==> src/rtl/module_wb_arbiter_pkg.sv <==
// ---------------------------------------------------------------------------
// pkg_wb
//   Shared types and constants for the writeback arbiter slice.
//   - REG_ADDR_W : register-file address width
//   - XLEN       : datapath width
//   - wb_entry_t : one pending register-file write (destination + data)
// ---------------------------------------------------------------------------
package pkg_wb;

  localparam int REG_ADDR_W = 5;
  localparam int XLEN       = 32;

  typedef struct packed {
    logic [REG_ADDR_W-1:0] rd;
    logic [XLEN-1:0]       data;
  } wb_entry_t;

endpackage : pkg_wb

==> src/rtl/module_wb_arbiter_fifo.sv <==
// ---------------------------------------------------------------------------
// module_wb_fifo
//   DEPTH-entry synchronous FIFO holding load results that wait for a
//   register-file write slot.  Head entry is visible on head_o whenever
//   empty_o is low; a pop consumes it at the next rising edge.
//
//   Ports:
//     clk_i    : clock, all state on the rising edge
//     rst_i    : synchronous active-high reset (pointers and count only)
//     push_i   : write din_i into the tail (ignored when full)
//     din_i    : entry to push
//     pop_i    : discard the head entry (ignored when empty)
//     head_o   : current head entry
//     full_o   : count == DEPTH
//     empty_o  : count == 0
//     count_o  : number of buffered entries
//
//   DEPTH must be a power of two so the pointers wrap by overflow.
// ---------------------------------------------------------------------------
module module_wb_fifo
  import pkg_wb::*;
#(
  parameter  int DEPTH = 4,
  localparam int PTR_W = $clog2(DEPTH),
  localparam int CNT_W = PTR_W + 1
) (
  input  logic             clk_i,
  input  logic             rst_i,
  input  logic             push_i,
  input  wb_entry_t        din_i,
  input  logic             pop_i,
  output wb_entry_t        head_o,
  output logic             full_o,
  output logic             empty_o,
  output logic [CNT_W-1:0] count_o
);

  localparam logic [CNT_W-1:0] DEPTH_CNT = CNT_W'(DEPTH);

  wb_entry_t        mem [DEPTH];
  logic [PTR_W-1:0] wr_ptr_p1;
  logic [PTR_W-1:0] rd_ptr_p1;
  logic [CNT_W-1:0] count_p1;
  logic             push_ok;
  logic             pop_ok;

  assign full_o  = (count_p1 == DEPTH_CNT);
  assign empty_o = (count_p1 == '0);
  assign count_o = count_p1;
  assign head_o  = mem[rd_ptr_p1];

  // Guard against misuse so the count can never over- or underflow.
  assign push_ok = push_i && !full_o;
  assign pop_ok  = pop_i  && !empty_o;

  // ---- control state: pointers and occupancy ----
  always_ff @(posedge clk_i) begin
    if (rst_i) begin
      wr_ptr_p1 <= '0;
      rd_ptr_p1 <= '0;
      count_p1  <= '0;
    end else begin
      if (push_ok) wr_ptr_p1 <= wr_ptr_p1 + 1'b1;
      if (pop_ok)  rd_ptr_p1 <= rd_ptr_p1 + 1'b1;
      unique case ({push_ok, pop_ok})
        2'b10:   count_p1 <= count_p1 + 1'b1;
        2'b01:   count_p1 <= count_p1 - 1'b1;
        default: count_p1 <= count_p1;
      endcase
    end
  end

  // ---- storage: data only, never reset ----
  always_ff @(posedge clk_i) begin
    if (push_ok && !rst_i) begin
      mem[wr_ptr_p1] <= din_i;
    end
  end

endmodule : module_wb_fifo

==> src/rtl/module_wb_arbiter.sv <==
// ---------------------------------------------------------------------------
// module_wb_arbiter
//   Owns the register-file write port (we3/a3/wd3) and merges two sources:
//     - ALU results: single cycle, no backpressure, normally highest priority
//     - load results: valid/ready handshake, buffered in module_wb_fifo
//   At most one register-file write per cycle.  A buffered load that keeps
//   losing to the ALU for STARVE_MAX cycles gets a forced slot: alu_stall_o
//   is raised for one cycle and the FIFO head is written in that cycle.
//
//   Ports:
//     clk_i, rst_i       : clock, synchronous active-high reset
//     alu_valid_i/rd/data: ALU result this cycle
//     alu_stall_o        : upstream must keep alu_valid_i low this cycle
//     ld_valid_i/rd/data : load result offered
//     ld_ready_o         : FIFO has room for a load result
//     we3_o/a3_o/wd3_o   : registered register-file write port
//     busy_o             : at least one load is buffered
//     perf_defer_o       : (WB_PERF_EN only) cycles a buffered load lost to
//                          the ALU, 32-bit wrapping
//
//   Build option: define WB_PERF_EN to add the perf_defer_o counter.
//   Writes to x0 take their slot (and pop the FIFO) but leave we3_o low.
// ---------------------------------------------------------------------------
module module_wb_arbiter
  import pkg_wb::*;
#(
  parameter int DEPTH      = 4,
  parameter int STARVE_MAX = 8
) (
  input  logic                  clk_i,
  input  logic                  rst_i,
  input  logic                  alu_valid_i,
  input  logic [REG_ADDR_W-1:0] alu_rd_i,
  input  logic [XLEN-1:0]       alu_data_i,
  output logic                  alu_stall_o,
  input  logic                  ld_valid_i,
  output logic                  ld_ready_o,
  input  logic [REG_ADDR_W-1:0] ld_rd_i,
  input  logic [XLEN-1:0]       ld_data_i,
  output logic                  we3_o,
  output logic [REG_ADDR_W-1:0] a3_o,
  output logic [XLEN-1:0]       wd3_o,
`ifdef WB_PERF_EN
  output logic [31:0]           perf_defer_o,
`endif
  output logic                  busy_o
);

  localparam int          CNT_W      = $clog2(DEPTH) + 1;
  localparam int          STARVE_W   = 8;
  localparam logic [STARVE_W-1:0] STARVE_LIM = STARVE_W'(STARVE_MAX);

  // FIFO interface
  wb_entry_t        ld_entry;
  wb_entry_t        fifo_head;
  logic             fifo_push;
  logic             fifo_pop;
  logic             fifo_full;
  logic             fifo_empty;
  logic [CNT_W-1:0] fifo_count;

  // Arbitration
  logic                grant_alu;
  logic                grant_ld;
  logic                defer;
  wb_entry_t           wr_entry;
  logic [STARVE_W-1:0] starve_next;
  logic                stall_next;

  // Registered state
  logic                  stall_p1;
  logic [STARVE_W-1:0]   starve_cnt_p1;
  logic                  we3_p1;
  logic [REG_ADDR_W-1:0] a3_p1;
  logic [XLEN-1:0]       wd3_p1;

  assign ld_entry.rd   = ld_rd_i;
  assign ld_entry.data = ld_data_i;

  assign ld_ready_o = !fifo_full;
  assign fifo_push  = ld_valid_i && ld_ready_o && !rst_i;
  assign fifo_pop   = grant_ld;
  assign busy_o     = (fifo_count != '0);

  module_wb_fifo #(
    .DEPTH (DEPTH)
  ) u_fifo (
    .clk_i   (clk_i),
    .rst_i   (rst_i),
    .push_i  (fifo_push),
    .din_i   (ld_entry),
    .pop_i   (fifo_pop),
    .head_o  (fifo_head),
    .full_o  (fifo_full),
    .empty_o (fifo_empty),
    .count_o (fifo_count)
  );

  // Grant decision.  Emptiness comes from the registered count, so a load
  // pushed this cycle can only be popped from the next cycle on.  During a
  // forced slot the FIFO wins even if the ALU (illegally) offers a result;
  // that ALU result is dropped.
  always_comb begin
    grant_alu   = 1'b0;
    grant_ld    = 1'b0;
    wr_entry    = fifo_head;
    starve_next = starve_cnt_p1;

    if (stall_p1) begin
      grant_ld = !fifo_empty;
    end else if (alu_valid_i) begin
      grant_alu = 1'b1;
    end else begin
      grant_ld = !fifo_empty;
    end

    if (grant_alu) begin
      wr_entry.rd   = alu_rd_i;
      wr_entry.data = alu_data_i;
    end

    defer = grant_alu && !fifo_empty;

    if (fifo_empty || grant_ld) begin
      starve_next = '0;
    end else if (defer) begin
      starve_next = starve_cnt_p1 + 1'b1;
    end

    // Reaching the limit reserves the next cycle for the FIFO head.
    stall_next = defer && (starve_next == STARVE_LIM);
  end

  assign alu_stall_o = stall_p1;

  // ---- stage p1: registered write port and starvation control ----
  always_ff @(posedge clk_i) begin
    if (rst_i) begin
      stall_p1      <= 1'b0;
      starve_cnt_p1 <= '0;
      we3_p1        <= 1'b0;
      a3_p1         <= '0;
      wd3_p1        <= '0;
    end else begin
      stall_p1      <= stall_next;
      starve_cnt_p1 <= starve_next;
      we3_p1        <= (grant_alu || grant_ld) && (wr_entry.rd != '0);
      if (grant_alu || grant_ld) begin
        a3_p1  <= wr_entry.rd;
        wd3_p1 <= wr_entry.data;
      end
    end
  end

  assign we3_o = we3_p1;
  assign a3_o  = a3_p1;
  assign wd3_o = wd3_p1;

`ifdef WB_PERF_EN
  logic [31:0] perf_defer_p1;

  always_ff @(posedge clk_i) begin
    if (rst_i) begin
      perf_defer_p1 <= '0;
    end else if (defer) begin
      perf_defer_p1 <= perf_defer_p1 + 32'd1;
    end
  end

  assign perf_defer_o = perf_defer_p1;
`endif

endmodule : module_wb_arbiter

==> config.mk <==
export PLATFORM = sky130hd
export DESIGN_NAME = module_wb_arbiter
export DESIGN_NICKNAME = d
export VERILOG_FILES = /design/src/rtl/module_wb_arbiter_pkg.sv /design/src/rtl/module_wb_arbiter_fifo.sv /design/src/rtl/module_wb_arbiter.sv
export SDC_FILE = /design/constraint.sdc
export NUM_CORES = 1
export LEC_CHECK = 0
export ABC_AREA = 1
export CORE_MARGIN = 5
export CORE_UTILIZATION = 45
export DETAILED_ROUTE_END_ITERATION = 12
export PLACE_DENSITY = 0.68
export SLEW_MARGIN = 0
export SYNTH_ARGS = -nofsm -noshare
export SYNTH_HDL_FRONTEND = slang
export SYNTH_SLANG_ARGS = --single-unit
==> constraint.sdc <==
create_clock -name clk_i -period 4.45 [get_ports clk_i]
set_clock_uncertainty 0.15 [all_clocks]
set_input_delay 1.335 -clock clk_i [delete_from_list [all_inputs] [get_ports clk_i]]
set_output_delay 1.335 -clock clk_i [all_outputs]
set_load 0.1 [all_outputs]
# Yosys cells after proc, flatten, opt, wreduce, memory -nomap -nowiden
# Memory sizes are Yosys's and may differ from the RTL's. A register that Yosys moved wholly into a read port is not among the register bits.
# Index checks and enable logic that the tools add are counted.
# totals
ff_bits	54
mem_bits_rw	148
memories	1
elab_cells	47
# op_classes
n_mux	12
n_eq_ne	4
reduce_logical	17
add_sub_neg	5
# memory_table
memory	depth	word_bits	rd	rd_ports_with_merged_regs	wr	line	source
u_fifo.mem	4	37	1	1	1	module_wb_arbiter_fifo.sv:40	wb_entry_t mem [DEPTH];
# op_table
op	count
37-bit two-way mux	1
8-bit two-way mux	2
8-bit by 1-bit adder with 8-bit output, second input constant	1
8-bit by 4-bit == test with 1-bit output, second input constant	1
1-bit logical AND	8
1-bit two-way mux	6
3-bit one-hot mux with 2 select lines	1
5-bit nonzero test	1
2-bit by 1-bit adder with 2-bit output, second input constant	2
2-bit two-way mux	2
3-bit by 1-bit adder with 3-bit output, second input constant	1
3-bit == test, second input constant	1
1-bit logical NOT	3
3-bit logical NOT	1
3-bit nonzero test	1
3-bit by 1-bit subtractor with 3-bit output, second input constant	1
2-bit by 1-bit == test with 1-bit output, second input constant	1
2-bit == test, second input constant	1
1-bit logical OR	2
2-bit nonzero test	1

# Depth between registers and ports, before layout
# depth
ltp_word	8
mapped_depth	11
mapped_depth_nobuf	11

# Cells and area by module
# From an unflattened synthesis, not the netlist that was laid out.
# hier_totals
cells_unflattened	778
hier_area_um2	8518.2
# modules_own_cells
mod	area_per_inst_um2	n_inst	cells_each
module_wb_fifo	5993.2	1	433
module_wb_arbiter	2524.9	1	345

# Worst setup path after synthesis
# Ideal clock, no wire load.
# synth_timing
path_kind	in2reg
start	in rst_i
end	mem u_fifo.mem[0][0] (netlist name) (enable)
setup_slack_ps	594
setup_time_ps	431
stages	3
arrival_time_ps	3275
cell_sequence	inv_1 nand3_1 nor2_1
# synth_between
elab_chain_len	6
# synth_rtl
item	line	source
from (decl)	module_wb_arbiter.sv:31	input logic rst_i,
1-bit logical NOT (*)	module_wb_arbiter_fifo.sv:75, module_wb_arbiter.sv:81	
1-bit logical AND	module_wb_arbiter.sv:81	assign fifo_push = ld_valid_i && ld_ready_o && !rst_i;
1-bit logical AND	module_wb_arbiter_fifo.sv:53	assign push_ok = push_i && !full_o;
1-bit logical AND (*)	module_wb_arbiter_fifo.sv:75	if (push_ok && !rst_i) begin
1-bit two-way mux (*)	module_wb_arbiter_fifo.sv:75	
1-bit two-way mux (not written as such) (*)	module_wb_arbiter_fifo.sv:76	mem[wr_ptr_p1] <= din_i;
to (decl)	module_wb_arbiter_fifo.sv:40	
# Every way passes the cells marked *; elsewhere a longest branch is shown, timed or not.

# Worst setup path in the final report
# layout_timing
start	reg u_fifo.count_p1[1], in the netlist u_fifo.count_o[1]
end	out busy_o
# layout_between
elab_chain_len	1
# layout_rtl
item	line	source
from (decl)	module_wb_arbiter_fifo.sv:43	logic [CNT_W-1:0] count_p1;
from (signal assigned)	module_wb_arbiter_fifo.sv:66	2'b10: count_p1 <= count_p1 + 1'b1;
from (signal assigned)	module_wb_arbiter_fifo.sv:67	2'b01: count_p1 <= count_p1 - 1'b1;
from (signal assigned)	module_wb_arbiter_fifo.sv:68	default: count_p1 <= count_p1;
3-bit nonzero test	module_wb_arbiter.sv:83	assign busy_o = (fifo_count != '0);
to (decl)	module_wb_arbiter.sv:46	output logic busy_o
# No other way between the ends.

==> run summary <==
most frequent cells in the layout: edfxtp_1, clkdlybuf4s50_1, nand2_1, o21ai_0, nor2_1
share of cells above drive strength 1: 6.75%
Yosys Warn Count: 0
vias: 5656
cell count after synthesis: 706
Yosys cell types: 29
fin nets: 901
Seq/Total Area, Yosys: 69.4%
antenna violations before repair: 1
Final Hold Vio Count: 0
pwr/cell area: 586 nW/um^2
Final period util: 83.4%
CTS tree: built
async set-reset flop share out of synthesis: 0%
fin cells: 1056
CP Max Fanout: 3
Routed WL per cell: 17.6 um
Slew headroom: 33.7%
fin crit period: 3.71 ns
routed vias/inst: 5.36
worst skew pair latency: 0.49 ns
Pwr Total: 5910 uW
antenna-violating nets left: 0
Post-synth EDFFs: 148
Worst Tran Pin Value: 0.992 ns
Sink Count: 204
total track usage: 17.5%
CORE AREA: 17400 um^2
Critical Path End Type: output pin
final setup TNS: 0 ns
num ports: 119
final max-slew violation count: 0
Die X: 144 um
Max-cap violations: 0
Leakage: 0.00359 uW
worst setup path category: flop to output pin
syn avg cell area: 11.4 um^2
total CTS buffers: 21
clock root cell: clkbuf_16
HP Class: flop to flop
PostCTS Resize Cnt: 0
drt first pass iters: 5
largest net degree at the start of global routing: 75
synthesis-to-layout area growth: 25.8%
max frequency: 269 MHz
DIE AREA: 20600 um^2
Seq cells post-synth: 204
Final Setup Violations: 0
std cell rows: 48
critical path arrival: 2.23 ns
first-pass GRT wire length: 28400 um
Top FF cell, synth: edfxtp_1
DRT Wirelength: 18600 um
DRC: 0
PortBufs: 118
outcome: complete, no violations
DIE HEIGHT: 144 um
RePlAce Congestion: 0.782
vias in the first global route: 5457
Post-DP HPWL: 11100 um
clk slew on worst S/H paths: 0.06 ns
CTS Hold Bufs: 0
RSZ-0062 raised after global routing: no
cell total after placement: 1018
worst endpoint required time: 2.96 ns
htree depth: 1
commonest non-fill, non-tap cell in the layout: edfxtp_1
Worst VDD drop: 0.000468 V
grt ovf: 0
Post-Syn Nets: 791
type of origin of the critical path: flop
initial cell density of the core: 46.1%
Cell Area, Synth: 8020 um^2
clock tree buffer depth: 3
iteration-0 DRC count of the detailed router: 272
setup bufs post-CTS: 0
final design utilization: 57.9%
-- final cells by class --
| type | instances | area, um^2 |
|---|---|---|
| inverters | 43 | 164 |
| repair buffers | 129 | 1330 |
| well taps | 225 | 282 |
| flip-flops and latches | 204 | 5570 |
| clock inverters | 10 | 123 |
| multi-input cells | 417 | 2060 |
| diodes | 1 | 2.50 |
| clock buffers | 27 | 568 |
| fillers | 1418 | 7330 |
-- worst paths after layout --
path / end / cells past startpoint / slack (ns) / start
setup reg to reg: u_fifo.count_o[2] / 10 / 2.00 / u_fifo.count_o[0]
hold / removal: starve_cnt_p1[0] / 1 / 0.32 / starve_cnt_p1[0]
setup / recovery: busy_o / 3 / 0.74 / u_fifo.count_o[1]
hold reg to reg: starve_cnt_p1[0] / 1 / 0.32 / starve_cnt_p1[0]
-- flip-flops by register name, indices dropped and copies added, names as in the netlist, named ones only --
name,cells
u_fifo.rd_ptr_p1,2
wd3_o,32
u_fifo.count_o,3
u_fifo.wr_ptr_p1,2
a3_o,5
u_fifo.mem,148
starve_cnt_p1,8
we3_o,1
alu_stall_o,1
-- synth_stat cells, types with 2 or more instances --
master | n | share of area (%)
nor2_1 | 89 | 4.2
a21oi_1 | 12 | 0.75
a31oi_1 | 32 | 2.5
buf_6 | 11 | 1.5
buf_2 | 18 | 1.1
o21ai_1 | 24 | 1.5
nand3_1 | 20 | 1.2
inv_2 | 2 | 0.094
clkbuf_1 | 12 | 0.56
nand2_1 | 101 | 4.7
o22ai_1 | 32 | 2.5
ha_1 | 6 | 0.94
o21ai_0 | 87 | 5.4
or2_2 | 3 | 0.23
xor2_1 | 3 | 0.33
inv_1 | 39 | 1.8
dfxtp_1 | 56 | 14
edfxtp_1 | 148 | 55
-- kinds of logic after synthesis --
logic type / synth area share (%)
xor gates and xnor gates: 0.437
buffers and inverters: 5.37
AOI/OAI and AO/OA: 12.8
and+or+nand+nor: 10.9
adders and majority gates: 1.19
DFF: 69.4
-- critical path, stage by stage (launching register included) --
cell	delay, ns
dfxtp_1	0.35
nor2_1	0.07
nand2_1	0.16
clkdlybuf4s50_1	1.17
-- routing by layer --
layer | share of wire, % | vias to the layer above | track usage [%] | wire length [um]
li1 | - | 2721 | - | -
met1 | 42 | 2735 | 22.5 | 7880
met2 | 49 | 165 | 30.1 | 9190
met3 | 5.5 | 35 | 3.26 | 1030
met4 | 2.8 | 0 | 5.50 | 519
met5 | 0 | - | 0 | 0
-- where the power goes --
part / internal, uW / switching (uW)
Sequential: 2220 / 77.3
Clock: 1070 / 680
Combinational: 461 / 1400
Total: 3750 / 2160
-- per-stage QoR --
| step | hold slack (ns) | cell area, um^2 | setup slack (ns) |
|---|---|---|---|
| after global routing | 0.335 | 10100 | 0.659 |
| after detailed placement | 0.306 | 9390 | 0.655 |
| after CTS | 0.319 | 10100 | 0.734 |
| final | 0.316 | 10100 | 0.738 |
| after global placement | 0.296 | 9390 | 0.755 |
| after floorplan | 0.280 | 8020 | 0.594 |
Power figures use the tool's default switching activity.
